[config.mk]
export PLATFORM = sky130hd
export DESIGN_NAME = mem_arbiter_rr
export DESIGN_NICKNAME = d
export VERILOG_FILES = /design/src/rtl/mem_arbiter_rr.sv
export SDC_FILE = /design/constraint.sdc
export NUM_CORES = 1
export LEC_CHECK = 0
export ABC_AREA = 1
export CAP_MARGIN = 10
export CORE_UTILIZATION = 30
export CTS_CLUSTER_SIZE = 28
export DETAILED_ROUTE_END_ITERATION = 8
export MAX_ROUTING_LAYER = met4
export PLACE_DENSITY = 0.78
export SLEW_MARGIN = 20
export SYNTH_ARGS = -nofsm -noshare
export SYNTH_HDL_FRONTEND = slang
export SYNTH_SLANG_ARGS = --single-unit
[constraint.sdc]
create_clock -name clk_i -period 1.6 [get_ports clk_i]
set_input_delay 0.32 -clock clk_i [delete_from_list [all_inputs] [get_ports clk_i]]
set_output_delay 0.32 -clock clk_i [all_outputs]
set_load 0.02 [all_outputs]
[src/rtl/mem_arbiter_rr.sv]
// Round-robin arbiter for N requesters sharing the single-port image SRAM.
// Supports per-port burst lock and routes read data back to the issuing port.
module mem_arbiter_rr #(
    parameter int NUM_PORTS  = 2,
    parameter int ADDR_BITS  = 16,
    parameter int DATA_BITS  = 8,
    parameter int RD_LATENCY = 1,
    localparam int IDX_BITS  = (NUM_PORTS > 1) ? $clog2(NUM_PORTS) : 1
) (
    input  logic                           clk_i,
    input  logic                           aclr_i,
    input  logic [NUM_PORTS-1:0]           req_i,
    input  logic [NUM_PORTS-1:0]           we_i,
    input  logic [NUM_PORTS*ADDR_BITS-1:0] addr_i,
    input  logic [NUM_PORTS*DATA_BITS-1:0] wdata_i,
    input  logic [NUM_PORTS-1:0]           lock_i,
    output logic [NUM_PORTS-1:0]           gnt_o,
    output logic [NUM_PORTS-1:0]           rvalid_o,
    output logic [DATA_BITS-1:0]           rdata_o,
    output logic [IDX_BITS-1:0]            owner_o,
    output logic                           locked_o,
    output logic                           mem_en_o,
    output logic                           mem_we_o,
    output logic [ADDR_BITS-1:0]           mem_addr_o,
    output logic [DATA_BITS-1:0]           mem_wdata_o,
    input  logic [DATA_BITS-1:0]           mem_rdata_i
);

    typedef enum logic {
        ST_UNLOCKED = 1'b0,
        ST_LOCKED   = 1'b1
    } lock_state_e;

    lock_state_e           state_q, state_d;
    logic [IDX_BITS-1:0]   lock_idx_q, lock_idx_d;
    logic [IDX_BITS-1:0]   owner_q, owner_d;
    logic                  mem_en_q, mem_en_d;
    logic                  mem_we_q, mem_we_d;
    logic [ADDR_BITS-1:0]  mem_addr_q, mem_addr_d;
    logic [DATA_BITS-1:0]  mem_wdata_q, mem_wdata_d;

    // Read-return pipeline: stage 0 is the address-register stage.
    logic [RD_LATENCY:0]                rd_vld_q;
    logic [RD_LATENCY:0][IDX_BITS-1:0]  rd_idx_q;

    logic                  lock_held;
    logic [NUM_PORTS-1:0]  eligible;
    logic                  accept;
    logic [IDX_BITS-1:0]   win_idx;
    logic [IDX_BITS-1:0]   cand_idx;

    // A lock whose owner has dropped lock_i releases in the same cycle.
    assign lock_held = (state_q == ST_LOCKED) && lock_i[lock_idx_q];

    always_comb begin
        eligible = req_i;
        if (lock_held) begin
            eligible             = '0;
            eligible[lock_idx_q] = req_i[lock_idx_q];
        end
        accept   = 1'b0;
        win_idx  = owner_q;
        cand_idx = '0;
        for (int d = 1; d <= NUM_PORTS; d++) begin
            cand_idx = IDX_BITS'((int'(owner_q) + d) % NUM_PORTS);
            if (!accept && eligible[cand_idx]) begin
                accept  = 1'b1;
                win_idx = cand_idx;
            end
        end
    end

    always_comb begin
        state_d     = state_q;
        lock_idx_d  = lock_idx_q;
        owner_d     = owner_q;
        mem_en_d    = accept;
        mem_we_d    = accept && we_i[win_idx];
        mem_addr_d  = mem_addr_q;
        mem_wdata_d = mem_wdata_q;
        if ((state_q == ST_LOCKED) && !lock_i[lock_idx_q]) begin
            state_d = ST_UNLOCKED;
        end
        if (accept) begin
            owner_d     = win_idx;
            mem_addr_d  = addr_i[int'(win_idx)*ADDR_BITS +: ADDR_BITS];
            mem_wdata_d = wdata_i[int'(win_idx)*DATA_BITS +: DATA_BITS];
            if (lock_i[win_idx]) begin
                state_d    = ST_LOCKED;
                lock_idx_d = win_idx;
            end
        end
    end

    always_ff @(posedge clk_i or posedge aclr_i) begin
        if (aclr_i) begin
            state_q     <= ST_UNLOCKED;
            lock_idx_q  <= '0;
            owner_q     <= IDX_BITS'(NUM_PORTS - 1);
            mem_en_q    <= 1'b0;
            mem_we_q    <= 1'b0;
            mem_addr_q  <= '0;
            mem_wdata_q <= '0;
            rd_vld_q    <= '0;
            rd_idx_q    <= '0;
        end else begin
            state_q     <= state_d;
            lock_idx_q  <= lock_idx_d;
            owner_q     <= owner_d;
            mem_en_q    <= mem_en_d;
            mem_we_q    <= mem_we_d;
            mem_addr_q  <= mem_addr_d;
            mem_wdata_q <= mem_wdata_d;
            rd_vld_q    <= {rd_vld_q[RD_LATENCY-1:0], accept && !we_i[win_idx]};
            rd_idx_q    <= {rd_idx_q[RD_LATENCY-1:0], win_idx};
        end
    end

    genvar gi;
    generate
        for (gi = 0; gi < NUM_PORTS; gi++) begin : g_port
            assign gnt_o[gi]    = accept && (win_idx == IDX_BITS'(gi));
            assign rvalid_o[gi] = rd_vld_q[RD_LATENCY] &&
                                  (rd_idx_q[RD_LATENCY] == IDX_BITS'(gi));
        end
    endgenerate

    assign rdata_o     = mem_rdata_i;
    assign owner_o     = owner_q;
    assign locked_o    = (state_q == ST_LOCKED);
    assign mem_en_o    = mem_en_q;
    assign mem_we_o    = mem_we_q;
    assign mem_addr_o  = mem_addr_q;
    assign mem_wdata_o = mem_wdata_q;

endmodule

==> results.yml <==
routing:
  firstDrtPassIters: 4
  routed_via_density: 4.39
  avgRoutedWirePerCell_um: 11.9
  vias: 1528
  ant_nets: 0
  remaining_drc_errors: 0
  drt_iter0_drc: 72
  drt-total-wl_um: 4130
global_routing:
  grt_max_degree: 30
  grt_pass1_wl_um: 6620
  grt_usage_pct: 16.5
  overflow: 0
  antenna_found_initial: 0
  grt_pass1_vias: 1436
cts:
  clk_root_buffer_cell: "clkbuf_8"
  clock_latency_ns: 0.28
  cts_tree: "yes"
  cts_sinks: 33
  path_clk_slew_ns: 0.07
  clockBufferDepth: 2
  htreeDepth: 2
  numCtsBuffers: 5
sta:
  whs_ns: 0.352
  final_max_slew_viol_count: 0
  tightest_slew_ns: 0.311
  finClkSkew_ns: 0.00591
  fmax_mhz: 639
  setup_viol: 0
  fin_crit_sh_pct: 97.8
  slew_headroom_pct: 79.2
  finalHoldViolations: 0
  rsz0062_at_grt: "true"
  min_period_ns: 1.56
placement:
  place_congestion: 0.677
  dp_hpwl_um: 2990
  place.port_buffers: 87
  place_inst: 339
synthesis:
  yosys.area_share.simple_pct: 35.1
  synth_top_area_share_pct: 50.7
  synth-edff-count: 0
  synth-async-reset-ratio_pct: 100
  synth.distinct_cells: 18
  yosys-top-cells-count: "60 x nand2_1, 53 x nand3_1, 32 x dfrtp_1"
  syn-cell-area_mm2: 0.00158
  syn_nets: 250
  ys_ff_latch: 33
  yosysMostFrequentCell: "nand2_1"
  muxShareOfSynthArea_pct: 0
  synth_top_family_by_area: "simple AND/OR/NAND/NOR gates"
  synthCells: 186
  synth.largest_area_cell: "dfrtp_1"
  syn_area_per_cell_um2: 8.50
  synthXorXnorAreaFrac_pct: 0
  yosys.area_share.adder_pct: 0
  yosysWarnings: 0
  seq_area_frac_synth_pct: 52.3
  yosys-top-cells-area: "dfrtp_1 51%, nand3_1 17%, nand2_1 14%"
  synth-compound-area-share_pct: 1.50
  synthFlopType: "dfrtp_1"
worst_setup_path:
  crit_fanout: 3
  path_class: "register to primary output"
  r2r_slack_ns: 0.14
  crit_required_ns: 1.28
  start_kind: "register"
  worstPathArrival_ns: 1.24
  worstSetupEndpointType: "primary output"
flow_run:
  drv_cap: 0
floorplan:
  die_w_um: 74.6
  start_util_pct: 31.1
  ios: 104
  die-area_mm2: 0.00556
  fp-row-count: 26
  core-area_mm2: 0.00507
  die_h_um: 74.6
final_layout:
  nNetsFinal: 341
  nFillCells: 496
  layout.cells.non_filler: 348
  area_delta_synth_final_pct: 70.4
  diodes: 0
  drive_above_1_share_pct: 12.6
power:
  ir_drop_mv: 0.794
  power_leakage_uw: 0.00140
  p_per_area_mw_per_mm2: 1390
min_path:
  hold_class: "primary input to async pin"
status:
  outcome: "completed"
## cells in the final DEF (no fill, tap or decap)
cell,n
clkdlybuf4s15_1,1
buf_4,14
dfrtp_2,1
dlygate4sd2_1,5
nor2_4,1
inv_1,10
bufinv_16,1
nand3_1,52
dfstp_2,1
nor2_1,3
nand3_2,2
nand2_2,3
clkdlybuf4s50_1,63
o211ai_1,1
inv_2,1
buf_6,1
clkbuf_1,1
buf_12,1
dfrtp_1,31
inv_4,1
a21oi_4,1
nand4_4,1
dlymetal6s2s_1,16
clkbuf_8,6
nand2_1,60
## cells by family (layout without fill, tap and decap cells)
group           Yosys count  after routing
compound gates            2              2
simple gates            122            122
flops                    33             33
buf+inv                  29            121
## routing by layer
metal | up-vias | track usage, % | part of all wire (%)
met3 | 2 | 6.10 | 8.4
li1 | 774 | - | -
met1 | 696 | 18.9 | 40
met5 | - | - | 0
met4 | 0 | 4.40 | 0.46
met2 | 56 | 27.0 | 51
## critical path, cell delays in order (launching register included)
cell and delay, ns:
dfstp_2 0.54, buf_4 0.13, clkdlybuf4s15_1 0.30
## final cells by class
| class | instances | area (um2) | share of cell area [%] |
|---|---|---|---|
| repair buffers | 101 | 1020 | 37.9 |
| multi-input cells | 124 | 592 | 22.0 |
| flip-flops and latches | 33 | 828 | 30.8 |
| clock inverters | 1 | 30.0 | 1.12 |
| clock buffers | 7 | 86.3 | 3.21 |
| inverters | 12 | 47.5 | 1.77 |
| well taps | 70 | 87.6 | 3.25 |
## path summary, 6_finish.rpt
| check | startpoint | endpoint | cells after the start |
|---|---|---|---|
| max in group asynchronous | aclr_i | mem_addr_o[11] | 3 |
| max reg2reg | lock_idx_q | mem_we_o | 8 |
| max | owner_o | owner_o | 2 |
| min in group clk_i | rd_idx_q[0] | rd_idx_q[1] | 0 |
| min | aclr_i | mem_addr_o[9] | 3 |
| min reg2reg | rd_idx_q[0] | rd_idx_q[1] | 0 |
## stage by stage
| step | setup WS [ns] | instance area (um2) | utilization, % | TNS, ns | total power [uW] |
|---|---|---|---|---|---|
| 2_1_floorplan | 0.0184 | 1580 | - | 0 | 2160 |
| 3_3_place_gp | -0.616 | 2520 | 49.7 | -6.87 | 2960 |
| 3_5_place_dp | -0.623 | 2520 | 49.7 | -7.57 | 3000 |
| 4_1_cts | 0.00316 | 2630 | 51.8 | 0 | 3780 |
| 5_1_grt | -0.0337 | 2690 | 53.1 | -0.0649 | 3980 |
| 6_report | 0.0358 | 2690 | 53.1 | 0 | 3740 |
## flip-flops by register name, summed over array words and instances, names as in the netlist
name and flops:
rd_vld_q 2, lock_idx_q 1, mem_en_o 1, mem_we_o 1
mem_addr_o 16, locked_o 1, owner_o 1, rd_idx_q 2
mem_wdata_o 8
## power breakdown
| part | switching, uW | internal [uW] | total [uW] |
|---|---|---|---|
| clock | 291 | 508 | 799 |
| combinational | 895 | 784 | 1680 |
| sequential | 148 | 1120 | 1260 |
| total | 1330 | 2410 | 3740 |
## repair_timing
action / CTS / global route
buffers inserted: 0 / 1
hold buffers: 0 / 0
gates resized for setup: 17 / 20
setup endpoints to repair: 8 / 19
pin swaps: 0 / 4
Note: power is estimated with default switching activity, not from simulation.
